--- src/rtl/convolution_coprocessor_ctrl.sv ---
// ---------------------------------------------------------------------------
// convolution_coprocessor_ctrl
//
// Sequences a full unsigned linear convolution Z = X * Y out of two
// synchronous-read sample memories into a Z write port. One product term is
// issued per cycle through a single shared multiplier. Each output Z[k]
// takes terms(k)+2 cycles: terms(k) FETCH cycles, one DRAIN cycle and one
// WRITE cycle.
//
// Ports
//   clk              single clock, rising edge
//   rst              synchronous active-high reset
//   start            one-cycle job request (ignored while busy)
//   size_x, size_y   sequence lengths N and M, latched at start
//   x_addr, y_addr   sample read addresses (0 outside FETCH)
//   x_data, y_data   sample read data, valid one cycle after the address
//   z_we             Z write strobe
//   z_addr, z_data   Z write address / data (0 when z_we is low)
//   busy             high while a job is in progress
//   done             one-cycle pulse at job completion
//
// This file also holds convolution_coprocessor_mult, the only multiplier.
// ---------------------------------------------------------------------------

module convolution_coprocessor_mult #(
  parameter int DATA_WIDTH = 8
) (
  input  logic [DATA_WIDTH-1:0]   a,
  input  logic [DATA_WIDTH-1:0]   b,
  output logic [2*DATA_WIDTH-1:0] p
);
  assign p = {{DATA_WIDTH{1'b0}}, a} * {{DATA_WIDTH{1'b0}}, b};
endmodule

// state  | meaning
// IDLE   | waiting for start
// FETCH  | issuing one (i, k-i) address pair per cycle for output k
// DRAIN  | last product of output k arrives and is accumulated
// WRITE  | Z[k] written; advance to k+1 or finish
// DONE   | one-cycle done pulse
module convolution_coprocessor_ctrl #(
  parameter int DATA_WIDTH = 8,
  parameter int ADDR_WIDTH = 5
) (
  input  logic                             clk,
  input  logic                             rst,
  input  logic                             start,
  input  logic [ADDR_WIDTH-1:0]            size_x,
  input  logic [ADDR_WIDTH-1:0]            size_y,
  output logic [ADDR_WIDTH-1:0]            x_addr,
  output logic [ADDR_WIDTH-1:0]            y_addr,
  input  logic [DATA_WIDTH-1:0]            x_data,
  input  logic [DATA_WIDTH-1:0]            y_data,
  output logic                             z_we,
  output logic [ADDR_WIDTH:0]              z_addr,
  output logic [2*DATA_WIDTH+ADDR_WIDTH-1:0] z_data,
  output logic                             busy,
  output logic                             done
);
  localparam int AW  = ADDR_WIDTH;
  localparam int KW  = ADDR_WIDTH + 1;
  localparam int ACW = 2*DATA_WIDTH + ADDR_WIDTH;

  typedef enum logic [2:0] {IDLE, FETCH, DRAIN, WRITE, DONE} state_t;

  state_t state, state_nxt;

  logic [AW-1:0]           n_q, m_q, i_q;
  logic [KW-1:0]           k_q;
  logic [ACW-1:0]          acc_q;
  logic                    pv_q;   // a product from last cycle's FETCH is on the data bus
  logic [2*DATA_WIDTH-1:0] prod;
  logic [ACW-1:0]          prod_ext;
  logic [AW-1:0]           i_hi;
  logic                    k_last;

  // lowest i contributing to output kv: max(0, kv-M+1)
  function automatic logic [AW-1:0] lo_of(input logic [KW-1:0] kv, input logic [AW-1:0] m);
    if (kv >= {1'b0, m}) lo_of = AW'(kv - {1'b0, m} + KW'(1));
    else                 lo_of = '0;
  endfunction

  convolution_coprocessor_mult #(.DATA_WIDTH(DATA_WIDTH)) u_mult (
    .a (x_data),
    .b (y_data),
    .p (prod)
  );

  assign prod_ext = {{AW{1'b0}}, prod};
  // highest i contributing to output k: min(k, N-1)
  assign i_hi     = (k_q < {1'b0, n_q}) ? AW'(k_q) : n_q - AW'(1);
  // k == N+M-2, evaluated with headroom so N+M cannot wrap
  assign k_last   = ({1'b0, k_q} + (AW+2)'(2)) >= ({2'b0, n_q} + {2'b0, m_q});

  always_ff @(posedge clk) begin
    if (rst) state <= IDLE;
    else     state <= state_nxt;
  end

  always_comb begin
    state_nxt = state;
    x_addr    = '0;
    y_addr    = '0;
    z_we      = 1'b0;
    z_addr    = '0;
    z_data    = '0;
    busy      = 1'b0;
    done      = 1'b0;
    case (state)
      IDLE: begin
        if (start) begin
          if (size_x == '0 || size_y == '0) state_nxt = DONE;
          else                               state_nxt = FETCH;
        end
      end
      FETCH: begin
        busy   = 1'b1;
        x_addr = i_q;
        y_addr = AW'(k_q - {1'b0, i_q});
        if (i_q == i_hi) state_nxt = DRAIN;
      end
      DRAIN: begin
        busy      = 1'b1;
        state_nxt = WRITE;
      end
      WRITE: begin
        busy      = 1'b1;
        z_we      = 1'b1;
        z_addr    = k_q;
        z_data    = acc_q;
        state_nxt = k_last ? DONE : FETCH;
      end
      DONE: begin
        busy      = 1'b1;
        done      = 1'b1;
        state_nxt = IDLE;
      end
      default: state_nxt = IDLE;
    endcase
  end

  always_ff @(posedge clk) begin
    if (rst) begin
      n_q   <= '0;
      m_q   <= '0;
      k_q   <= '0;
      i_q   <= '0;
      acc_q <= '0;
      pv_q  <= 1'b0;
    end else begin
      pv_q <= (state == FETCH);
      case (state)
        IDLE: begin
          if (start) begin
            n_q   <= size_x;
            m_q   <= size_y;
            k_q   <= '0;
            i_q   <= '0;
            acc_q <= '0;
          end
        end
        FETCH: begin
          // first FETCH cycle of an output has no product in flight yet
          if (pv_q) acc_q <= acc_q + prod_ext;
          if (i_q != i_hi) i_q <= i_q + AW'(1);
        end
        DRAIN: acc_q <= acc_q + prod_ext;
        WRITE: begin
          if (!k_last) begin
            k_q   <= k_q + KW'(1);
            i_q   <= lo_of(k_q + KW'(1), m_q);
            acc_q <= '0;
          end
        end
        default: ;
      endcase
    end
  end

endmodule

--- config.mk ---
export PLATFORM = sky130hd
export DESIGN_NAME = convolution_coprocessor_ctrl
export DESIGN_NICKNAME = d
export VERILOG_FILES = /design/src/rtl/convolution_coprocessor_ctrl.sv
export SDC_FILE = /design/constraint.sdc
export NUM_CORES = 1
export LEC_CHECK = 0
export CELL_PAD_IN_SITES_DETAIL_PLACEMENT = 1
export CELL_PAD_IN_SITES_GLOBAL_PLACEMENT = 2
export CORE_ASPECT_RATIO = 0.7
export CORE_MARGIN = 3
export CORE_UTILIZATION = 32
export CTS_BUF_LIST = sky130_fd_sc_hd__clkbuf_4 sky130_fd_sc_hd__clkbuf_8
export CTS_CLUSTER_DIAMETER = 60
export DETAILED_ROUTE_END_ITERATION = 8
export PLACE_DENSITY = 0.86
export SYNTH_ARGS = -nofsm -noshare
export SYNTH_HDL_FRONTEND = slang
export SYNTH_HIERARCHICAL = 1
export SYNTH_SLANG_ARGS = --single-unit
--- constraint.sdc ---
create_clock -name clk -period 6.9 [get_ports clk]
set_clock_uncertainty 0.2 [all_clocks]
set_input_delay 1.38 -clock clk [delete_from_list [all_inputs] [get_ports clk]]
set_output_delay 1.38 -clock clk [all_outputs]
set_load 0.1 [all_outputs]
=== Yosys cells after proc, flatten, opt, wreduce, memory -nomap -nowiden ===
Index checks and enable logic that the tools add are counted.

* Bits in registers: 46
* Bits in latches: 0
* Memory bits (writable): 0
* Memory bits (read-only): 0
* Bits of input ports: 29
* Output and inout bits: 40
* Memories kept: 0

* $add $sub $neg: 9
* Multiply operators: 1
* Div/mod/pow operators: 0
* $lt $le $gt $ge: 3
* Eq/ne operators: 11
* Shift operators: 0
* Multiplexer cells: 25
* Bitwise logic cells: 0
* Reduce and logical (&&, ||, !) cells: 13

{| class="wikitable"
|+ Operators by type and width
! operator !! count
|-
| $mux W21 || 4
|-
| $pmux W21 S4 || 1
|-
| $mux W5 || 7
|-
| $add A21 B16 Y21 || 1
|-
| $mux W6 || 3
|-
| $mul A8 B8 Y16 || 1
|-
| $pmux W5 S3 || 1
|-
| $mux W3 || 4
|-
| $pmux W3 S4 || 1
|-
| $pmux W6 S2 || 1
|-
| $add A5 B1 Y5 const B || 2
|-
| $logic_not A5 Y1 || 2
|-
| $sub A5 B5 Y5 || 2
|-
| $ne A2 B2 Y1 const B || 4
|-
| $reduce_and A4 Y1 || 2
|-
| $add A6 B2 Y7 const B || 1
|-
| $ge A7 B6 Y1 || 1
|-
| $add A5 B5 Y6 || 1
|-
| $add A6 B1 Y6 const B || 1
|-
| $eq A3 B2 Y1 const B || 2
|-
| $ge A6 B5 Y1 || 1
|-
| $lt A6 B5 Y1 || 1
|-
| $eq A5 B5 Y1 || 1
|-
| $ne A5 B5 Y1 || 1
|-
| other kinds (13) || 16
|}

=== Longest topological paths before layout ===
* Depth after elaboration: 6
* Depth in mapped cells: 23
* Mapped depth without buffers: 23

=== Cells and area by module ===
The synthesis kept the hierarchy.

{| class="wikitable"
|+ Modules (own cells, without submodules)
! module !! instances !! cells an instance !! area each (sq um) !! seq. area each (sq um)
|-
| convolution_coprocessor_ctrl || 1 || 513 || 4046.4 || 920.9
|-
| convolution_coprocessor_mult || 1 || 243 || 2113.3 || 0.0
|}

=== Worst setup path after synthesis ===
No wires, ideal clock.

* Kind: input to register
* Start: in y_data[4]
* End: reg acc_q[18]
* Library setup time: 0.061 ns
* Arrival: 6.374 ns
* Path slack: 0.265 ns
* Stages on the path: 22
* Path buffers: 0
* Cell sequence: and2_1 -> fa_1 -> inv_1 -> fa_1 -> inv_1 -> fa_1 -> inv_1 -> fa_1 -> inv_1 -> ha_1 -> a21o_1 -> a21oi_1 -> nand3_1 -> nand2_1 -> xnor2_1 -> ha_1 -> a21o_1 -> a21o_1 -> o41ai_1 -> a221oi_2 -> a2111o_1 -> nand2_1

* Longest elaborated chain between the ends: 4

{| class="wikitable"
|+ RTL lines
! element !! RTL line !! text
|-
| start, declared || 53 || <nowiki>input logic [DATA_WIDTH-1:0] y_data,</nowiki>
|-
| $mul A8 B8 Y16 * || 32 || <nowiki>assign p = {{DATA_WIDTH{1'b0}}, a} * {{DATA_WIDTH{1'b0}}, b};</nowiki>
|-
| named net prod[13] || 72 || <nowiki>logic [2*DATA_WIDTH-1:0] prod;</nowiki>
|-
| $add A21 B16 Y21 * || 164, 167 ||
|-
| $mux W21 || 164 || <nowiki>if (pv_q) acc_q <= acc_q + prod_ext;</nowiki>
|-
| $pmux W21 S4 * || 152 || <nowiki>case (state)</nowiki>
|-
| end signal, assigned || 164 ||
|-
| end signal, assigned || 167 || <nowiki>DRAIN: acc_q <= acc_q + prod_ext;</nowiki>
|-
| end, declared || 70 || <nowiki>logic [ACW-1:0] acc_q;</nowiki>
|}

Mark *: on every way through the listed nets, which the timed path passes. The rest lies on a longest branch. The select of a mux whose other input is x is not followed.
A chain may end at the register's enable or synchronous reset.

=== Worst setup path in the final report ===
* Start: in y_data[7]
* End: reg acc_q[18]

The elaborated chain is that of the path after synthesis.

==> impl_summary.log <==
[metrics] type of element launching the critical path: input port
[metrics] level count of the clock H-tree: 2
[metrics] post-route setup slack: 0.1559 ns
[metrics] fraction of registers with async set/reset: 0%
[metrics] transition time at the pin with the least slew margin: 1.133 ns
[metrics] Bufs and invs on worst path: 4
[metrics] synthesized netlist net count: 911
[metrics] design area: 7870 um^2
[metrics] peak supply drop: 0.0001494 V
[metrics] fraction of layout cells with a size suffix above 1: 14.41%
[metrics] count of endpoints failing setup in the final report: 0
[metrics] final antenna-violating net count: 0
[metrics] Via-to-Cell Ratio: 5.082
[metrics] part of the Yosys area used for sequential elements: 14.95%
[metrics] simple-gate portion of the synthesized area: 22.53%
[metrics] slew margin rel.: 24.24%
[metrics] clk slew on worst S/H paths: 0.10 ns
[metrics] prevailing post-synth register cell: dfxtp_1
[metrics] number of distinct library cells after synthesis: 65
[metrics] min Tclk post-route: 6.744 ns
[metrics] WP data arrival: 6.80 ns
[metrics] number of cells produced by synthesis: 756
[metrics] pin count of the biggest net entering global routing: 41
[metrics] peak clock frequency supported by timing: 148.3 MHz
[metrics] num rows: 41
[metrics] post-placement setup slack: -0.5552 ns
[metrics] via count: 5712
[metrics] total I/O pin count: 69
[metrics] number of antenna violations at the first check in global routing: 0
[metrics] routed len/inst: 16.46 um
[metrics] accumulated negative setup slack: 0 ns
[metrics] source-to-sink clock delay at the later pin of the worst-skew pair: 0.31 ns
[metrics] mapped cell area: 6160 um^2
[metrics] share of the synthesized netlist area taken by xor and xnor gates: 6.967%
[metrics] wire length of the first global-routing pass: 29980 um
[metrics] mean instance size in the synthesized netlist: 8.148 um^2
[metrics] Net count, final: 1042
[metrics] compound-gate portion of the synthesized area: 17.85%
[metrics] FF+latch count, synth: 46
[metrics] top cell family by delay on the critical path: adder cells
[metrics] number of synthesized flops with an enable pin: 0
[metrics] Worst Path Class, Setup: in2reg
[metrics] remaining design rule violation count: 0
[metrics] # Max-Cap Violations: 0
[metrics] number of global-route vias before repair: 5834
[metrics] number of warnings issued by yosys: 6
[metrics] share of synthesized area spent on multiplexers: 0.4875%
[metrics] cts hold-fix bufs: 0
[metrics] final instance count without filler cells: 1124
[metrics] # port buffers: 68
[metrics] CTS Buf Count: 5
[metrics] period utilisation layout: 97.74%
[metrics] Worst Hold Slack: 0.2931 ns
[metrics] iteration-0 DRC count of the detailed router: 276
[metrics] capturing element type of the critical path: flop
[metrics] Vert. Die Dim: 122.1 um
[metrics] Die X-Extent: 171.8 um
[metrics] Worst EP required: 6.96 ns
[metrics] aggregate routed wire length: 18500 um
[metrics] weighted congestion reported at the end of routability-driven placement: 0.8388
[metrics] Congestion Overflow GR: 0
[metrics] Synth-to-Final Area Change: 27.77%
[metrics] Die ar.: 20980 um^2
[metrics] ordered cell list for the critical path: clkdlybuf4s50_1 -> buf_4 -> and2_1 -> fa_1 -> fa_1 -> fa_1 -> inv_1 -> fa_1 -> inv_1 -> ha_4 -> a21oi_2 -> o21ai_2 -> nor4_2 -> a21oi_2 -> xor2_1 -> ha_1 -> a21o_1 -> o41ai_2 -> a221oi_2 -> a2111o_1 -> nand2_1
[metrics] Placement Cell Area: 7586 um^2
[metrics] kind of path behind the tightest hold check: reg2reg
[metrics] TritonCTS sink count: 46
[metrics] final hold violations: 0
[metrics] overall global routing resource usage: 17.82%
[metrics] CP dominant cell by count: fa_1
[metrics] total leakage power: 3.708 nW
[metrics] footprint of the multi-input gates: 4977 um^2
[metrics] final max-slew violation count: 0
[metrics] number of fill cells in the layout: 2212
[metrics] count of TritonRoute iterations in the first routing pass: 4
[metrics] result of the run: complete, no violations
[metrics] combinational family with the most area after synthesis: adder cells
[metrics] antenna diode count: 0
[metrics] master cell of the clock root buffer: clkbuf_8
[metrics] CTS tree: done
[metrics] area occupied by registers: 920.9 um^2
[metrics] worst stage delay on the critical path: 0.55 ns
[metrics] Crit Path Max Fanout: 4
[metrics] slowest library cell on the worst path: fa_1
[metrics] arithmetic-cell share of the synthesized area counting full adders, half adders and majority gates: 30.59%
[metrics] # placed instances: 1110
[metrics] CTS Buffer Depth: 2
[metrics] dpl hpwl: 15230 um
[metrics] Floorplan Core Area: 18470 um^2
[metrics] Power Density: 240.8 nW/um^2
[metrics] Initial Util: 33.35%
[metrics] register-to-register path setup slack: 3.22 ns
-- placed cells by master (no fill, tap or decap), drive strengths merged, types with 15 or more instances in the layout --
cell type / synthesis / routed
a21oi: 50 / 50
nand2: 67 / 67
nand3: 15 / 15
a22oi: 16 / 16
clkdlybuf4s50: 0 / 57
a21o: 17 / 17
o21ai: 18 / 18
fa: 41 / 41
inv: 85 / 85
ha: 85 / 85
xor2: 20 / 20
dfxtp: 46 / 46
buf: 6 / 77
xnor2: 29 / 29
nor2: 50 / 50
and2: 81 / 81
-- final cells by class --
class	instances	area share (%)
multi-input cells	604	63.24
repair buffers	145	16.10
flip-flops and latches	46	11.70
inverters	85	4.054
well taps	236	3.752
clock buffers	6	0.9698
clock inverters	2	0.1749
-- repair_timing --
item                                    CTS  global route
endpoints found under the setup margin    6            10
buffers inserted                          2             4
pin swaps                                 5            19
resized for setup                        12            27
hold endpoints to repair                  0             0
-- path summary, 6_finish.rpt --
| path | start | end | cells past startpoint |
|---|---|---|---|
| min reg2reg | acc_q[17] | acc_q[17] | 2 |
| min | acc_q[17] | acc_q[17] | 2 |
| max | y_data[7] | acc_q[18] | 21 |
| max reg2reg | n_q[0] | acc_q[19] | 12 |
-- registers in the layout, indices dropped and copies added, names as in the netlist --
name   count
acc_q     21
i_q        5
k_q        6
m_q        5
n_q        5
pv_q       1
state      3
-- worst reg2reg max path, stage by stage, from the launching register on --
cell	delay (ns)
dfxtp_1	0.50
ha_1	0.22
inv_1	0.06
fa_1	0.44
ha_1	0.29
a21o_1	0.16
a21o_1	0.17
a21o_1	0.21
a31oi_1	0.38
o21ai_1	0.10
buf_4	0.22
or4_1	0.52
a21boi_1	0.15
-- cells in the mapped netlist, types with 3 or more instances --
cell type   n  area, um^2
ha_1       85        1064
inv_1      85       319.1
and2_1     81       506.7
nand2_1    67       251.5
a21oi_1    50       250.2
nor2_1     49       183.9
dfxtp_1    46       920.9
fa_1       41       820.8
xnor2_1    29       254.0
xor2_1     20       175.2
a21o_1     17       127.6
a22oi_1    15       112.6
clkbuf_1   15       56.30
nand3_1    14       70.07
o21ai_0    12       60.06
nand2b_1   10       62.56
a31oi_1     9       56.30
nor3_1      9       45.04
o21a_1      6       45.04
and3_1      5       31.28
buf_2       5       25.02
o21ai_1     5       25.02
o21bai_1    5       37.54
or4_1       5       37.54
nand4_1     4       25.02
nor2b_1     4       25.02
or3_1       4       25.02
a211o_1     3       26.28
a21boi_1    3       22.52
a22o_1      3       26.28
a31o_1      3       26.28
mux2i_1     3       30.03
nor3b_1     3       22.52
-- per-layer routing --
| layer | part of all wire [%] | up-vias | GRT usage, % |
|---|---|---|---|
| met4 | 0.52 | 0 | 1.944 |
| met5 | 0 | - | 0 |
| met3 | 4.3 | 9 | 2.498 |
| met2 | 41 | 104 | 26.15 |
| met1 | 54 | 2779 | 28.27 |
| li1 | - | 2820 | - |
-- report_power, final --
group | internal [mW] | leakage, nW | switching [mW]
clock network | 0.0758 | 0.0486 | 0.102
registers | 0.277 | 0.374 | 0.0187
logic | 0.692 | 3.29 | 0.729
total | 1.04 | 3.71 | 0.850
-- logic make-up (layout without fill, tap and decap cells) --
logic type,Yosys count,in the layout
flip-flops,46,46
XOR/XNOR,49,49
AND/OR/NAND/NOR,267,267
adder cells (fa/ha/maj),126,126
multiplexers,3,3
buffers and inverters,106,238
AO/OA/AOI/OAI,159,159
-- metrics by stage --
stage	total power, mW	util (%)
2_1_floorplan	1.108	-
4_1_cts	1.802	41.94
5_1_grt	2.076	42.62
6_report	1.895	42.62
3_3_place_gp	1.522	41.08
3_5_place_dp	1.553	41.08
(Power assumes the default switching activity.)
